===== src/rtl/serial_adder_pkg.sv =====
// Shared types and sizing helpers for the bit-serial adder.
// The FSM state encoding and the bit-counter width function live here.
package serial_adder_pkg;

  typedef enum logic [1:0] {
    IDLE = 2'b00,
    RUN  = 2'b01,
    DONE = 2'b10
  } state_e;

  // The bit counter must reach WIDTH-1 and is never narrower than one bit
  function automatic int cnt_width(input int width);
    return (width <= 1) ? 1 : $clog2(width);
  endfunction

endpackage


===== src/rtl/serial_adder_if.sv =====
// Start/done handshake and operand/result bus between a controller and serial_adder.
interface serial_adder_if #(
  parameter int WIDTH = 8
);

  logic             start;
  logic [WIDTH-1:0] a;
  logic [WIDTH-1:0] b;
  logic             ci;
  logic             busy;
  logic             done;
  logic [WIDTH-1:0] s;
  logic             co;

  modport master (
    output start, a, b, ci,
    input  busy, done, s, co
  );

  modport slave (
    input  start, a, b, ci,
    output busy, done, s, co
  );

endinterface


===== src/rtl/serial_adder_fa_cell.sv =====
// One-bit full adder; the only arithmetic in the serial adder.
module fa_cell (
  input  logic a,
  input  logic b,
  input  logic ci,
  output logic s,
  output logic co
);

  assign s  = a ^ b ^ ci;
  assign co = (a & b) | (a & ci) | (b & ci);

endmodule


===== src/rtl/serial_adder.sv =====
// Bit-serial adder: one full-adder cell plus a carry flop, LSB first, one bit per clock.
// The result is assembled in a shift register and only copied to s/co on completion.
module serial_adder
  import serial_adder_pkg::*;
#(
  parameter int WIDTH = 8
) (
  input  logic           clk,
  input  logic           rst,
  serial_adder_if.slave  bus
);

  localparam int             CW       = cnt_width(WIDTH);
  localparam logic [CW-1:0]  LAST_CNT = CW'(WIDTH - 1);

  state_e           state_r;
  logic [WIDTH-1:0] a_sh_r;
  logic [WIDTH-1:0] b_sh_r;
  logic [WIDTH-1:0] res_r;
  logic [WIDTH-1:0] s_r;
  logic [CW-1:0]    count_r;
  logic             carry_r;
  logic             co_r;
  logic             busy_r;
  logic             done_r;

  logic [WIDTH-1:0] res_next_s;
  logic             sum_bit_s;
  logic             carry_next_s;

  fa_cell u_fa (
    .a  (a_sh_r[0]),
    .b  (b_sh_r[0]),
    .ci (carry_r),
    .s  (sum_bit_s),
    .co (carry_next_s)
  );

  // New sum bit enters at the MSB so the LSB-first stream ends up in place
  generate
    if (WIDTH == 1) begin : g_narrow
      assign res_next_s = sum_bit_s;
    end else begin : g_wide
      assign res_next_s = {sum_bit_s, res_r[WIDTH-1:1]};
    end
  endgenerate

  // Sequencing FSM with operand shifters, carry flop and registered outputs
  always_ff @(posedge clk) begin
    if (rst) begin
      state_r <= IDLE;
      a_sh_r  <= '0;
      b_sh_r  <= '0;
      res_r   <= '0;
      s_r     <= '0;
      count_r <= '0;
      carry_r <= 1'b0;
      co_r    <= 1'b0;
      busy_r  <= 1'b0;
      done_r  <= 1'b0;
    end else begin
      case (state_r)
        IDLE, DONE: begin
          done_r <= 1'b0;
          if (bus.start) begin
            a_sh_r  <= bus.a;
            b_sh_r  <= bus.b;
            carry_r <= bus.ci;
            res_r   <= '0;
            count_r <= '0;
            busy_r  <= 1'b1;
            state_r <= RUN;
          end else begin
            busy_r  <= 1'b0;
            state_r <= IDLE;
          end
        end
        RUN: begin
          a_sh_r  <= a_sh_r >> 1'b1;
          b_sh_r  <= b_sh_r >> 1'b1;
          carry_r <= carry_next_s;
          res_r   <= res_next_s;
          if (count_r == LAST_CNT) begin
            s_r     <= res_next_s;
            co_r    <= carry_next_s;
            count_r <= '0;
            busy_r  <= 1'b0;
            done_r  <= 1'b1;
            state_r <= DONE;
          end else begin
            count_r <= count_r + CW'(1);
            busy_r  <= 1'b1;
            done_r  <= 1'b0;
            state_r <= RUN;
          end
        end
        default: begin
          busy_r  <= 1'b0;
          done_r  <= 1'b0;
          state_r <= IDLE;
        end
      endcase
    end
  end

  assign bus.busy = busy_r;
  assign bus.done = done_r;
  assign bus.s    = s_r;
  assign bus.co   = co_r;

endmodule


===== src/flat_wrapper.sv =====
// flat-port wrapper written by rule: the top's interface ports become plain ports
module serial_adder_flat import serial_adder_pkg::*;
#(
  parameter int WIDTH = 8
)
  (clk, rst, bus_start, bus_a, bus_b, bus_ci, bus_busy, bus_done, bus_s, bus_co);
  serial_adder_if #(.WIDTH(WIDTH)) bus_i ();
  input  logic clk;
  input  logic rst;
  input wire logic [$bits(bus_i.start)-1:0] bus_start;
  input wire logic [$bits(bus_i.a)-1:0] bus_a;
  input wire logic [$bits(bus_i.b)-1:0] bus_b;
  input wire logic [$bits(bus_i.ci)-1:0] bus_ci;
  output wire logic [$bits(bus_i.busy)-1:0] bus_busy;
  output wire logic [$bits(bus_i.done)-1:0] bus_done;
  output wire logic [$bits(bus_i.s)-1:0] bus_s;
  output wire logic [$bits(bus_i.co)-1:0] bus_co;
  assign bus_i.start = bus_start;
  assign bus_i.a = bus_a;
  assign bus_i.b = bus_b;
  assign bus_i.ci = bus_ci;
  assign bus_busy = bus_i.busy;
  assign bus_done = bus_i.done;
  assign bus_s = bus_i.s;
  assign bus_co = bus_i.co;
  serial_adder #(.WIDTH(WIDTH)) u_core (.clk(clk), .rst(rst), .bus(bus_i));
endmodule

===== config.mk =====
export PLATFORM = sky130hd
export DESIGN_NAME = serial_adder_flat
export DESIGN_NICKNAME = d
export VERILOG_FILES = /design/src/rtl/serial_adder_pkg.sv /design/src/rtl/serial_adder_if.sv /design/src/rtl/serial_adder_fa_cell.sv /design/src/rtl/serial_adder.sv /design/src/flat_wrapper.sv
export SDC_FILE = /design/constraint.sdc
export NUM_CORES = 1
export LEC_CHECK = 0
export CAP_MARGIN = 30
export CORE_AREA = 2 2 50 75
export CTS_BUF_LIST = sky130_fd_sc_hd__clkbuf_4 sky130_fd_sc_hd__clkbuf_8
export CTS_CLUSTER_DIAMETER = 80
export DETAILED_ROUTE_END_ITERATION = 7
export DIE_AREA = 0 0 52 77
export GPL_ROUTABILITY_DRIVEN = 0
export PLACE_DENSITY_LB_ADDON = 0.05
export SYNTH_ARGS = -nofsm -noshare
export SYNTH_HDL_FRONTEND = slang
export SYNTH_SLANG_ARGS = --single-unit

===== constraint.sdc =====
create_clock -name clk -period 1.54 [get_ports clk]
set_input_delay 0.308 -clock clk [delete_from_list [all_inputs] [get_ports clk]]
set_output_delay 0.308 -clock clk [all_outputs]
set_load 0.02 [all_outputs]

==> results.md, run 1 <==
* Async set-reset flop share out of synthesis at 0%
* Max Cap Viol at 0
* Cells along the critical path: dlygate4sd2_1
* Die Area at about 4000 um^2
* Post-synthesis average cell area at roughly 9.8 um^2
* M2 GR Usage at around 33%
* Tot GR Track Use at between 10% and 20%
* GR Util met1 at between 10% and 20%
* GRT busiest layer: met2
* Final antenna-violating net count at 0
* Post_cts resized at 10
* FP Rows at 26
* Critical path's top delay family: flip-flops
* Seq/Total Area, Yosys at 45.15%
* Area Overhead vs Synth at 22.36%
* Vias in the first global route at 1330
* DP HPWL at between 2 and 2.5 mm
* Clock transition at path regs at roughly 70 ps
* Final std cell area, no fill at 2116 um^2
* Fmax at between 700 and 800 MHz
* Worst Tran Pin Value at 311.8 ps
* Core area at 3351 um^2
* Fin worst setup slack at around 160 ps
* Worst Setup SP: u_core.state_r[0]
* Setup TNS at 0 ps
* Place WS at -36.01 ps
* Num CTS Buffers at 5
* Top cells by count, synth: 39 x dfxtp_1, 24 x nor3_2, 20 x a21oi_1, 20 x nand2_1, 20 x nand3_1
* Kind of critical path: reg2out
* Skew-Pair Late Insertion Delay at around 290 ps
* Port bufs at 30
* Slew Viols, Final at 0
* Synthesized instance count at roughly 180
* Pwr Density at around 1100 nW/um^2
* Hold crit path type: reg2reg
* Final period util at 89.66%
* Diodes inserted at 0
* CP Buf/Inv Count at 1
* Drt drc at 0
* Mapped Area at 1729 um^2
* Htree depth at 2
* GRT Residual Overflow at 0
* RR Startpoint: u_core.count_r[0]
* Seq cells post-synth at 39
* Layout cells sized above 1 at between 20% and 30%
* Critical hold path startpoint: u_core.bus.co
* Vias per cell at approximately 5.6
* Routed wire length at about 3.5 mm
* Final core utilization at a little over three fifths
* Slew margin rel. at between 70% and 80%
* Drt first pass iters at 4
* RSZ-0062 raised after global routing: false
* Largest net degree at the start of global routing at 29
* Post-CTS setup buffer count at 0
* Post-CTS Hold Buffers at 0
* I/O pin total at 31
* Crit path time final at 1381 ps
* Share of the synthesized area in the top cell type at between 40% and 50%
* Sink Count at 39
* Area contributors post-synth: dfxtp_1 45%, nor3_2 14%, a21oi_1 5.8%
* Synth cell types at 25
* DIE WIDTH at 52 um
* Met3 usage at 6.420%
* Crit path launch type: register
* Starting Density at around 52%
* Antenna violations before repair at 0
* CP peak stage delay at about 420 ps
* Outcome: completed
* Slowest-stage cell, CP: dfxtp_1
* Hold Fails Final Rpt at 0
* Crit-path max FO at 7
* Top-count cell post-synth: dfxtp_1
* Syn Nets at 200
* Synth Flop Type: dfxtp_1
* DR WL/cell at roughly 14 um
* Leading area contributor after synthesis: dfxtp_1
* Post-synth EDFFs at 0
* Worst IR Drop VDD at 0.0007104 V
* P_leak at between 0.8 and 0.9 nW
* Clock Path Buffers at 2
* Chip Height at around 77 um
* Initial DRC count at 24
* Crit path DAT at about 1100 ps
* Final nets at 228
* CP Capture Type: output port
* Via Count at 1381
* Worst Skew at between 4 and 5 ps
* Synth warn at 0
* Post-DP Area at ~2000 um^2
* TritonCTS clock tree: done
* CP required at ~1200 ps
* First-pass GRT wire length at between 5 and 6 mm
* Setup violators final at 0
* Clock Tree Root: clkbuf_8
power by group:
part	internal [mW]	switching, mW	leakage, nW
registers	1.06	0.0385	0.319
logic	0.166	0.176	0.431
clock network	0.524	0.344	0.0612
layout by cell type (no fill, tap or decap), types with 2 or more instances in the layout:
master	netlist	final
a21oi_1	20	20
buf_12	3	3
buf_4	3	6
clkbuf_8	0	6
clkdlybuf4s50_1	0	19
dfxtp_1	39	39
dlygate4sd2_1	0	10
ha_1	2	2
nand2_1	20	20
nand3_1	20	20
nor2_1	4	4
nor3_1	6	6
nor3_2	24	24
o22ai_1	14	14
cell families (layout without fill, tap and decap cells):
group                    Yosys count  in the layout  share of synthesized area (%)
AND/OR/NAND/NOR                   80             80                          29.52
buffers and inverters             18             47                          10.35
adder cells (fa/ha/maj)            3              3                          2.605
AO/OA/AOI/OAI                     37             37                          12.37
flip-flops                        39             39                          45.15
metrics by stage:
step / cells / power (mW) / hold WS (ps)
2_1_floorplan: 177 / 1.392 / 443.8
3_3_place_gp: 240 / 1.454 / 445.6
3_5_place_dp: 240 / 1.467 / 451.0
4_1_cts: 248 / 2.339 / 457.5
5_1_grt: 248 / 2.410 / 476.0
6_report: 248 / 2.309 / 453.3
layer usage:
layer	vias up	share of wire [%]
met3	9	4.0
met2	23	54
met4	0	2.7
li1	680	-
met1	669	40
met5	-	0
sequential cells by signal, indices dropped and copies added (netlist names):
register / flops
u_core.a_sh_r: 8
u_core.b_sh_r: 8
u_core.bus.s: 8
u_core.res_r: 7
u_core.count_r: 3
u_core.state_r: 2
u_core.bus.co: 1
u_core.bus.done: 1
u_core.carry_r: 1
final timing paths:
kind | endpoint | slack [ps] | cells after the start
worst max register to register | u_core.bus.s[2] | 240 | 6
worst max-delay path | bus_busy | 160 | 1
worst min register to register | u_core.bus.co | 450 | 2
worst min-delay path | u_core.bus.co | 450 | 2
final cells by class:
type | count | area [um^2]
Clock buffer | 6 | 82.58
Fill cell | 293 | 1235
Sequential cell | 39 | 780.7
Multi-Input combinational cell | 120 | 769.5
Timing Repair Buffer | 39 | 395.4
Clock inverter | 2 | 35.03
Tap cell | 42 | 52.55
Note: power is estimated with default switching activity, not from simulation.
==> run 2: changes to the inputs <==
Settings changed: PLACE_DENSITY_LB_ADDON 0.05 to 0.12, SLEW_MARGIN set to 20.
==> run 2 against run 1 <==
  * Design area decreased by 1.0%
  * Worst setup slack better by 6.1 ps
  * First-iteration DRC count down 21%
  * Critical path depth did not move
  * Largest power group unchanged
==> results.md, run 2 (synthesis results as in run 1) <==
* Crit path launch type: register
* Fmax at 727.5 MHz (+0.45%)
* Layout cells sized above 1 at 20.49% (-0.39 points)
* Worst Tran Pin Value at 315.1 ps (+3.238 ps)
* Critical hold path startpoint: u_core.bus.s[7]
* Routed wl met3 at 144 um (+2.9%)
* R2r setup slk at 230 ps (about the same)
* First-pass GRT wire length at 5.858 mm (+2.7%)
* Pwr Density at 1047 nW/um^2 (-4.1%)
* FP Rows at 26 (unchanged)
* Vias in the first global route at 1321 (-0.68%)
* I/O pin total at 31 (unchanged)
* Crit path DAT at 1070 ps (about the same)
* CP required at 1230 ps (about the same)
* Final antenna-violating net count at 0 (unchanged)
* Final period util at 89.26% (-0.40 points)
* Sink Count at 39 (unchanged)
* Crit path time final at 1375 ps (-6.148 ps)
* Crit-path max FO at 7 (unchanged)
* Metal2 WL at 1.771 mm (-5.1%)
* CP Capture Type: output port
* Post-Route M1 WL at 1.409 mm (+2.7%)
* Tot GR Track Use at 19.40% (+0.21 points)
* Slew Viols, Final at 0 (unchanged)
* Hold Fails Final Rpt at 0 (unchanged)
* DR WL/cell at 13.94 um (-0.49%)
* Antenna violations before repair at 0 (unchanged)
* Die Area at 4004 um^2 (unchanged)
* Skew-Pair Late Insertion Delay at 290 ps (about the same)
* Clock Path Buffers at 2 (unchanged)
* CP Buf/Inv Count at 1 (unchanged)
* Slowest-stage cell, CP: dfxtp_1
* Most frequent cells in the layout: 39 x dfxtp_1, 24 x nor3_2, 20 x nand3_1, 20 x nand2_1, 20 x a21oi_1
* DP HPWL at 2.303 mm (-3.0%)
* GRT Residual Overflow at 0 (unchanged)
* Starting Density at 51.61% (unchanged)
* Hold EP: u_core.bus.s[7]
* Fill cells at 279 (-4.8%)
* Vias per cell at 5.547 (-0.39%)
* Diodes inserted at 0 (unchanged)
* Largest net degree at the start of global routing at 35 (+21%)
* Drt first pass iters at 4 (unchanged)
* Drt drc at 0 (unchanged)
* Worst IR Drop VDD at 0.0006375 V (-10%)
* Clock transition at path regs at 70 ps (about the same)
* Hold crit path type: reg2reg
* Kind of critical path: reg2out
* Critical path's top delay family: flip-flops
* Core area at 3351 um^2 (unchanged)
* Hold WS at 455.0 ps (+1.705 ps)
* Initial DRC count at 19 (-21%)
* Via Count at 1370 (-0.80%)
* Worst Hold Path Cells at 2 (unchanged)
* Reg2reg path depth at 6 (unchanged)
* Post-CTS Hold Buffers at 0 (unchanged)
* DIE WIDTH at 52 um (unchanged)
* CP peak stage delay at 420 ps (about the same)
* RR Endpoint: u_core.bus.s[5]
* TritonCTS clock tree: done
* Chip Height at 77 um (unchanged)
* Cells along the critical path: dlygate4sd2_1
* Outcome: completed
* Num CTS Buffers at 5 (unchanged)
* Port bufs at 30 (unchanged)
* Slew margin rel. at 78.98% (-0.22 points)
* Uppermost routed layer: met4
* Final nets at 227 (-0.44%)
* Worst Skew at 4.155 ps (-0.3657 ps)
* RR Startpoint: u_core.count_r[0]
* Htree depth at 2 (unchanged)
* Final core utilization at 62.51% (-0.63 points)
* RSZ-0062 raised after global routing: false
* Area Overhead vs Synth at 21.13%
* Max Cap Viol at 0 (unchanged)
* Routed wire length at 3.442 mm (-0.89%)
* Commonest non-fill, non-tap cell in the layout: dfxtp_1
* Clock Tree Root: clkbuf_8
* P_leak at 0.7964 nW (-1.8%)
* Setup violators final at 0 (unchanged)
run 2: changes by cell type in the layout (fill, tap and decap cells not counted), sizes merged:
cell      before  now
clkinv         1    0
clkbuf         6    7
buf            9    8
clkinvlp       0    1
bufinv         1    0
run 2: layer usage:
| layer | GRT usage (%) | vias up |
|---|---|---|
| met2 | 30.51 | 33 |
| met3 | 5.642 | 12 |
| met4 | 10.79 | 0 |
| li1 | - | 678 |
| met5 | 0 | - |
| met1 | 22.94 | 647 |
run 2: timing repair:
action	CTS	global route
endpoints found under the setup margin	10	10
pin swaps	0	0
resized for setup	10	1
buffers inserted	0	1
hold endpoints to repair	0	0
run 2: layout make-up:
| class | count | area, um^2 | area share (%) |
|---|---|---|---|
| flip-flops and latches | 39 | 780.7 | 37.28 |
| multi-input cells | 120 | 769.5 | 36.74 |
| repair buffers | 38 | 387.9 | 18.52 |
| clock buffers | 7 | 96.34 | 4.600 |
| well taps | 42 | 52.55 | 2.509 |
| clock inverters | 1 | 7.507 | 0.3584 |
run 2: through the flow:
step | total power [mW] | TNS [ps] | instance area (um^2) | std cells | worst slack, ps
floorplan | 1.392 | 0 | 1729 | 177 | 228.7
global placement | 1.452 | 0 | 1993 | 238 | 40.39
detailed placement | 1.464 | -64.21 | 1993 | 238 | -32.81
CTS | 2.216 | 0 | 2085 | 246 | 26.18
global route | 2.307 | 0 | 2095 | 247 | 99.05
finish | 2.192 | 0 | 2095 | 247 | 165.3
run 2: worst max path at each step:
stage	start	end	slack, ps	depth (start not counted)
6_report	u_core.state_r[0]	bus_busy	170	1
5_1_grt	u_core.state_r[0]	bus_busy	100	1
4_1_cts	u_core.bus.done	bus_done	30	1
3_5_place_dp	bus_start	u_core.a_sh_r[2]	-30	5
3_3_place_gp	bus_start	u_core.a_sh_r[1]	40	5
2_1_floorplan	u_core.count_r[0]	u_core.bus.co	230	6
run 2: power breakdown:
group	switching (mW)	leakage [nW]	internal, mW
registers	0.0385	0.319	1.06
clock network	0.346	0.0505	0.407
logic	0.174	0.427	0.166
==> run 3: changes to the inputs <==
Settings changed: HOLD_SLACK_MARGIN set to 0.02, SLEW_MARGIN 20 to 30.
==> results of run 3 <==
Same layout as run 2: the final DEF is identical, and so are final timing and power.
